File: src/rtl/pwm_audio_out.sv
// pwm_audio_out: syncs the divided sample clock, pops one FIFO sample per tick edge and plays it as glitch-free PWM.
// Optional AUDIO_MIDSCALE_EN: while starved, the pending duty falls back to midscale instead of holding the last sample.
module pwm_audio_out #(
    parameter int DATA_W = 8,
    parameter int FIFO_DEPTH = 4,
    parameter int SYNC_STAGES = 2
) (
    input  logic                          clk_i,
    input  logic                          rst_i,
    input  logic                          tick_i,
    input  logic [DATA_W-1:0]             din_i,
    input  logic                          din_valid_i,
    output logic                          din_ready_o,
    output logic                          pwm_o,
    output logic                          underrun_o,
    output logic [$clog2(FIFO_DEPTH):0]   fifo_level_o,
    output logic [1:0]                    state_o
);
    localparam int AW = $clog2(FIFO_DEPTH);
    localparam logic [AW:0] FULL_LVL = FIFO_DEPTH[AW:0];
    localparam logic [DATA_W-1:0] MIDSCALE = {1'b1, {(DATA_W-1){1'b0}}};
    typedef enum logic [1:0] {IDLE = 2'd0, PLAY = 2'd1, STARVED = 2'd2} state_t;
    state_t state;
    logic [SYNC_STAGES-1:0] sync_q;
    logic prev_q;
    logic [DATA_W-1:0] mem [FIFO_DEPTH];
    logic [AW-1:0] wr_ptr, rd_ptr;
    logic [AW:0] level;
    logic [DATA_W-1:0] cnt, duty_pending, duty_active;
    logic stb, empty, full, push, pop;

    always_comb begin
        stb = sync_q[SYNC_STAGES-1] & ~prev_q;
        empty = level == '0;
        full = level == FULL_LVL;
        push = din_valid_i && !full;
        pop = stb && !empty;
    end

    assign din_ready_o = !full;
    assign fifo_level_o = level;
    assign state_o = state;

    always_ff @(posedge clk_i or posedge rst_i) begin
        if (rst_i) begin
            sync_q <= '0;
            prev_q <= 1'b0;
        end else begin
            sync_q <= {sync_q[SYNC_STAGES-2:0], tick_i};
            prev_q <= sync_q[SYNC_STAGES-1];
        end
    end

    always_ff @(posedge clk_i) begin
        if (push) mem[wr_ptr] <= din_i;
    end

    always_ff @(posedge clk_i or posedge rst_i) begin
        if (rst_i) begin
            wr_ptr <= '0;
            rd_ptr <= '0;
            level <= '0;
        end else begin
            if (push) wr_ptr <= wr_ptr + AW'(1);
            if (pop) rd_ptr <= rd_ptr + AW'(1);
            level <= level + (AW+1)'(push) - (AW+1)'(pop);
        end
    end

    // Emptiness is judged before any same-cycle push, so a strobe racing a push still starves.
    always_ff @(posedge clk_i or posedge rst_i) begin
        if (rst_i) begin
            state <= IDLE;
            underrun_o <= 1'b0;
            duty_pending <= '0;
        end else begin
            underrun_o <= stb && empty && state != IDLE;
            if (pop) begin
                duty_pending <= mem[rd_ptr];
                state <= PLAY;
            end else if (stb && state != IDLE) begin
                state <= STARVED;
`ifdef AUDIO_MIDSCALE_EN
                duty_pending <= MIDSCALE;
`else
                duty_pending <= duty_pending;
`endif
            end
        end
    end

    // New duty only takes effect at the period boundary so no period is ever split.
    always_ff @(posedge clk_i or posedge rst_i) begin
        if (rst_i) begin
            cnt <= '0;
            duty_active <= '0;
            pwm_o <= 1'b0;
        end else begin
            cnt <= cnt + DATA_W'(1);
            if (cnt == '1) duty_active <= duty_pending;
            pwm_o <= state != IDLE && cnt < duty_active;
        end
    end
endmodule
File: config.mk
export PLATFORM = sky130hd
export DESIGN_NAME = pwm_audio_out
export DESIGN_NICKNAME = d
export VERILOG_FILES = /design/src/rtl/pwm_audio_out.sv
export SDC_FILE = /design/constraint.sdc
export NUM_CORES = 1
export LEC_CHECK = 0
export ABC_AREA = 1
export CAP_MARGIN = 15
export CORE_ASPECT_RATIO = 0.8
export CORE_MARGIN = 1.5
export CORE_UTILIZATION = 58
export CTS_CLUSTER_DIAMETER = 50
export DETAILED_ROUTE_END_ITERATION = 7
export PLACE_DENSITY_LB_ADDON = 0.1
export SETUP_SLACK_MARGIN = 0.3
export SYNTH_ARGS = -nofsm -noshare
export SYNTH_HDL_FRONTEND = slang
export SYNTH_SLANG_ARGS = --single-unit
File: constraint.sdc
create_clock -name clk_i -period 2.12 [get_ports clk_i]
set_input_delay 0.424 -clock clk_i [delete_from_list [all_inputs] [get_ports clk_i]]
set_output_delay 0.424 -clock clk_i [all_outputs]
set_load 0.005 [all_outputs]
# --- Word level (Yosys, flattened, before mapping) ---
# Memories as Yosys holds them, arrays and structs flattened. A register that Yosys moved wholly into a read port is not among the register bits.
# Cells that the tools add are included.
totals:
  memories: 1
  register_bits: 30
  input_bits: 12
  word_cells: 36
  out_inout_bits: 8
  ramBits: 32
classes:
  n_bitwise: 2
  order_cmp: 1
  muxes: 4
  n_reduce_logical: 11
  n_eq_ne: 2
  addsub: 5
memory_table:
  columns: ["memory", "words", "word_bits", "read_ports", "rd_ports_with_merged_regs", "write_ports", "line_no", "rtl"]
  rows:
  - ["mem", 4, 8, 1, 1, 1, "26", "logic [DATA_W-1:0] mem [FIFO_DEPTH];"]
op_table:
  columns: ["cell", "count"]
  rows:
  - ["$add 8x1->8 const B", 1]
  - ["$eq 8x8->1 const B", 1]
  - ["$lt 8x8->1", 1]
  - ["$logic_and 1x1->1", 6]
  - ["$add 2x1->2 const B", 2]
  - ["$mux 2", 2]
  - ["$reduce_bool 2->1", 2]
  - ["$add 3x1->3", 1]
  - ["$eq 3x3->1 const B", 1]
  - ["$logic_not 3->1", 1]
  - ["$sub 3x1->3", 1]
  - ["$logic_not 1->1", 2]
  - ["$mux 1", 2]
  - ["$and 1x1->1", 1]
  - ["$not 1->1", 1]

# --- Longest topological paths before layout ---
depth:
  depth_word: 5
  mapped_depth: 9
  ltp_nobuf: 8

# --- Worst setup path before layout ---
# Ideal clock, no wire load.
synth_timing:
  kind: "register to register"
  from: "reg level[1] (netlist: fifo_level_o[1])"
  to: "reg level[2] (netlist: fifo_level_o[2])"
  t_arrival_ns: 1.695
  synth_period_minus_slack_ns: 1.817
  setup_time_ns: 0.123
  required_ns: 1.997
  path_stages_with_launch: 10
  setup_slack_ns: 0.303
  path_buffers: 1
  cell_sequence: "dfrtp_1 > nor2_1 > nand2_1 > nand2_1 > buf_4 > xor2_1 > ha_1 > inv_1 > fa_1 > xnor2_1"
synth_via:
  elab_chain_len: 5
  elab_cells_between_ends: 8
  classes_between: "2 x add/sub; 1 x eq/ne; 5 x reduce/logical"
synth_rtl:
  columns: ["element", "line_no", "rtl"]
  rows:
  - ["start: declaration", "28", "logic [AW:0] level;"]
  - ["start signal: assignment", "66", "level <= level + (AW+1)'(push) - (AW+1)'(pop);"]
  - ["$eq 3x3->1", "35", "full = level == FULL_LVL;"]
  - ["$logic_not 1->1", "36", "push = din_valid_i && !full;"]
  - ["$logic_and 1x1->1", "36", null]
  - ["$add 3x1->3", "66", null]
  - ["$sub 3x1->3 (*)", "66", null]
# Mark *: on every way between the ends. The rest lies on a longest branch, timed or not.
# A chain may end at the register's enable or synchronous reset.

# --- Final worst setup path ---
layout_timing:
  from: "reg level[1] (netlist: fifo_level_o[1])"
  to: "reg level[1] (netlist: fifo_level_o[1])"
# The elaborated chain is that of the path after synthesis.

==> results.cfg <==
[status]
status = finished, final reports clean

[timing]
period_needed_ns = 1.81
drv_slew = 0
finClkSkew_ns = 0.00842
relSlewSlack = 0.628
hold_viol = 0
rsz0062_at_grt = yes
tightest_slew_ns = 0.558
fmax_mhz = 553
fin_crit_sh = 0.853
setup_viol = 0
tns_ns = 0

[finish]
seqCellArea_sq_um = 1910
drive_gt1_frac = 0.159
final_cells = 377
n_fill_cell = 369
finalNetCount = 336
multi_input_area_sq_um = 926
area_delta_synth_final_pct = 18.4
n_antenna_cell = 0

[synthesis]
ys_seq_area_frac = 0.635
ys_seq_elements = 70
syn_area_sq_um = 3010
synth_cell_types = 23
yosysWarnings = 0
synthCells = 273
syn_avg_cell_area_sq_um = 11.0
synth_nets = 299

[pwr]
p_int_mw = 2.86
power.total_mw = 4.14
ir_drop_v = 0.000733
p_clk_frac = 0.277
pwr-share-comb = 0.259
seqPwrFrac = 0.464
power_leakage_nw = 1.55
swShare = 0.308
power_density_nw_per_um2 = 1160
p_sw_mw = 1.28

[worst_hold_path]
hp-class = reg -> reg

[placement]
placed_cells = 356
gp_congestion = 0.727
post-dp-hpwl_um = 3320
place.port_buffers = 19

[clock_network]
clock_latency_ns = 0.34
clk_pin_slew_ns = 0.07
cts_inserted_buffers = 9
cts_tree = yes
clockBufferDepth = 2
htreeDepth = 3
root_buffer = clkbuf_8
cts_sinks = 70

[global_route]
antenna_found_initial = 0
track_usage = 0.197
grt_pass1_vias = 1814
grt_pass1_wl_um = 8210
overflow = 0
grt_max_degree = 39

[routing]
first_pass_iters = 4
drtIter0Drc = 98
wl_per_cell_um = 13.2
ant_nets = 0
drc = 0
vias = 1906
wl_um = 4980
viasPerCell = 5.06

[setup_path]
endpoint = fifo_level_o[1]
cp_data_arrival_time_ns = 2.05
reg2reg_slack_ns = 0.31
crit_type = reg -> reg
r2r_start = fifo_level_o[1]
r2r_cells = 9
cp_max_fo = 4
crit_required_ns = 2.36
crit_path_end_kind = register
crit_path_start_kind = register
r2r-end = fifo_level_o[1]
crit_start = fifo_level_o[1]

[die]
fp.dieH_um = 67.5
io_pins = 20
core_sq_um = 5010
initial_core_util = 0.601
die_area_sq_um = 5640
std_cell_rows = 23
die_w_um = 83.6

[run]
cap_viol_max_count = 0
==> worst max-delay path, stage by stage, from the launching register on <==
cell and delay, ns:
dfrtp_2 0.42, buf_6 0.13, nor2_1 0.07, nand2_1 0.09, nand2_2 0.11, xor2_2 0.14, ha_2 0.18, inv_1 0.05
fa_1 0.48, inv_1 0.04
==> power groups by stage <==
stage               logic [mW]  registers [mW]  clock network, mW
floorplan                0.721            1.86                  0
CTS                       1.02            1.91               1.17
global route              1.22            1.95               1.24
finish                    1.07            1.92               1.15
global placement         0.949            1.94                  0
detailed placement       0.967            1.95                  0
==> logic make-up after synthesis <==
kind of cell | share of synthesized area
AND/OR/NAND/NOR | 0.138
AO/OA/AOI/OAI | 0.0748
buffers and inverters | 0.0627
adder cells (fa/ha/maj) | 0.0607
flip-flops | 0.635
XOR/XNOR | 0.0291
==> registers in the layout, indices dropped and copies added (netlist names) <==
name,cells
fifo_level_o,3
rd_ptr,2
wr_ptr,2
cnt,8
duty_pending,8
state_o,2
prev_q,1
sync_q,2
underrun_o,1
duty_active,8
pwm_o,1
mem,32
==> worst min path at each step <==
stage	start	end	slack [ns]	cells after the start
global route	sync_q[0]	sync_q[1]	0.38	0
detailed placement	sync_q[1]	prev_q	0.36	0
floorplan	sync_q[0]	sync_q[1]	0.33	0
CTS	sync_q[1]	prev_q	0.38	0
global placement	sync_q[0]	sync_q[1]	0.33	0
finish	sync_q[0]	sync_q[1]	0.37	0
==> metrics by stage <==
| stage | instance area, sq um | worst slack [ns] | hold WS (ns) | utilization |
|---|---|---|---|---|
| floorplan | 3010 | 0.303 | 0.331 | - |
| global placement | 3290 | 0.178 | 0.332 | 0.657 |
| detailed placement | 3290 | 0.143 | 0.360 | 0.657 |
| CTS | 3520 | 0.319 | 0.377 | 0.703 |
| global route | 3570 | 0.243 | 0.383 | 0.712 |
| finish | 3570 | 0.312 | 0.374 | 0.712 |
==> cell usage after synthesis (all sizes together) <==
master | count | share of area
a21oi | 14 | 0.023
buf | 6 | 0.017
dfrtp | 38 | 0.32
edfxtp | 32 | 0.32
fa | 1 | 0.0066
ha | 13 | 0.054
inv | 37 | 0.046
nand2 | 28 | 0.038
nand3 | 3 | 0.0050
nand3b | 1 | 0.0025
nand4 | 2 | 0.0091
nor2 | 62 | 0.080
nor3 | 1 | 0.0033
o21ai | 25 | 0.052
xnor2 | 3 | 0.0087
xor2 | 7 | 0.020
==> cells in the final DEF, fill, tap and decap left out, types with 8 or more instances in the layout <==
master / Yosys / routed
clkdlybuf4s50_1: 0 / 17
nand2_1: 24 / 22
buf_4: 3 / 11
nor2_1: 61 / 61
o21ai_2: 8 / 8
ha_1: 13 / 12
inv_1: 35 / 35
dfrtp_1: 38 / 37
edfxtp_1: 32 / 32
a21oi_1: 14 / 14
o21ai_0: 17 / 17
clkbuf_8: 0 / 9
==> metal layers <==
layer	share of wire	track usage
met5	0	0
met4	0.0046	0.0553
met3	0.050	0.0868
met2	0.46	0.305
met1	0.48	0.258
==> final cells by class <==
class                           instances  area share
Clock inverter                          6      0.0242
Sequential cell                        70       0.536
Inverter                               37      0.0389
Clock buffer                           10      0.0358
Multi-Input combinational cell        160       0.260
Tap cell                               62      0.0218
Timing Repair Buffer                   32      0.0832
==> what timing repair did <==
item	in CTS	in global routing
gates resized for setup	3	6
gates cloned	0	0
hold buffers	0	0
pin swaps	0	3
setup buffers	2	3
setup endpoints to repair	1	4
(Power assumes the default switching activity.)
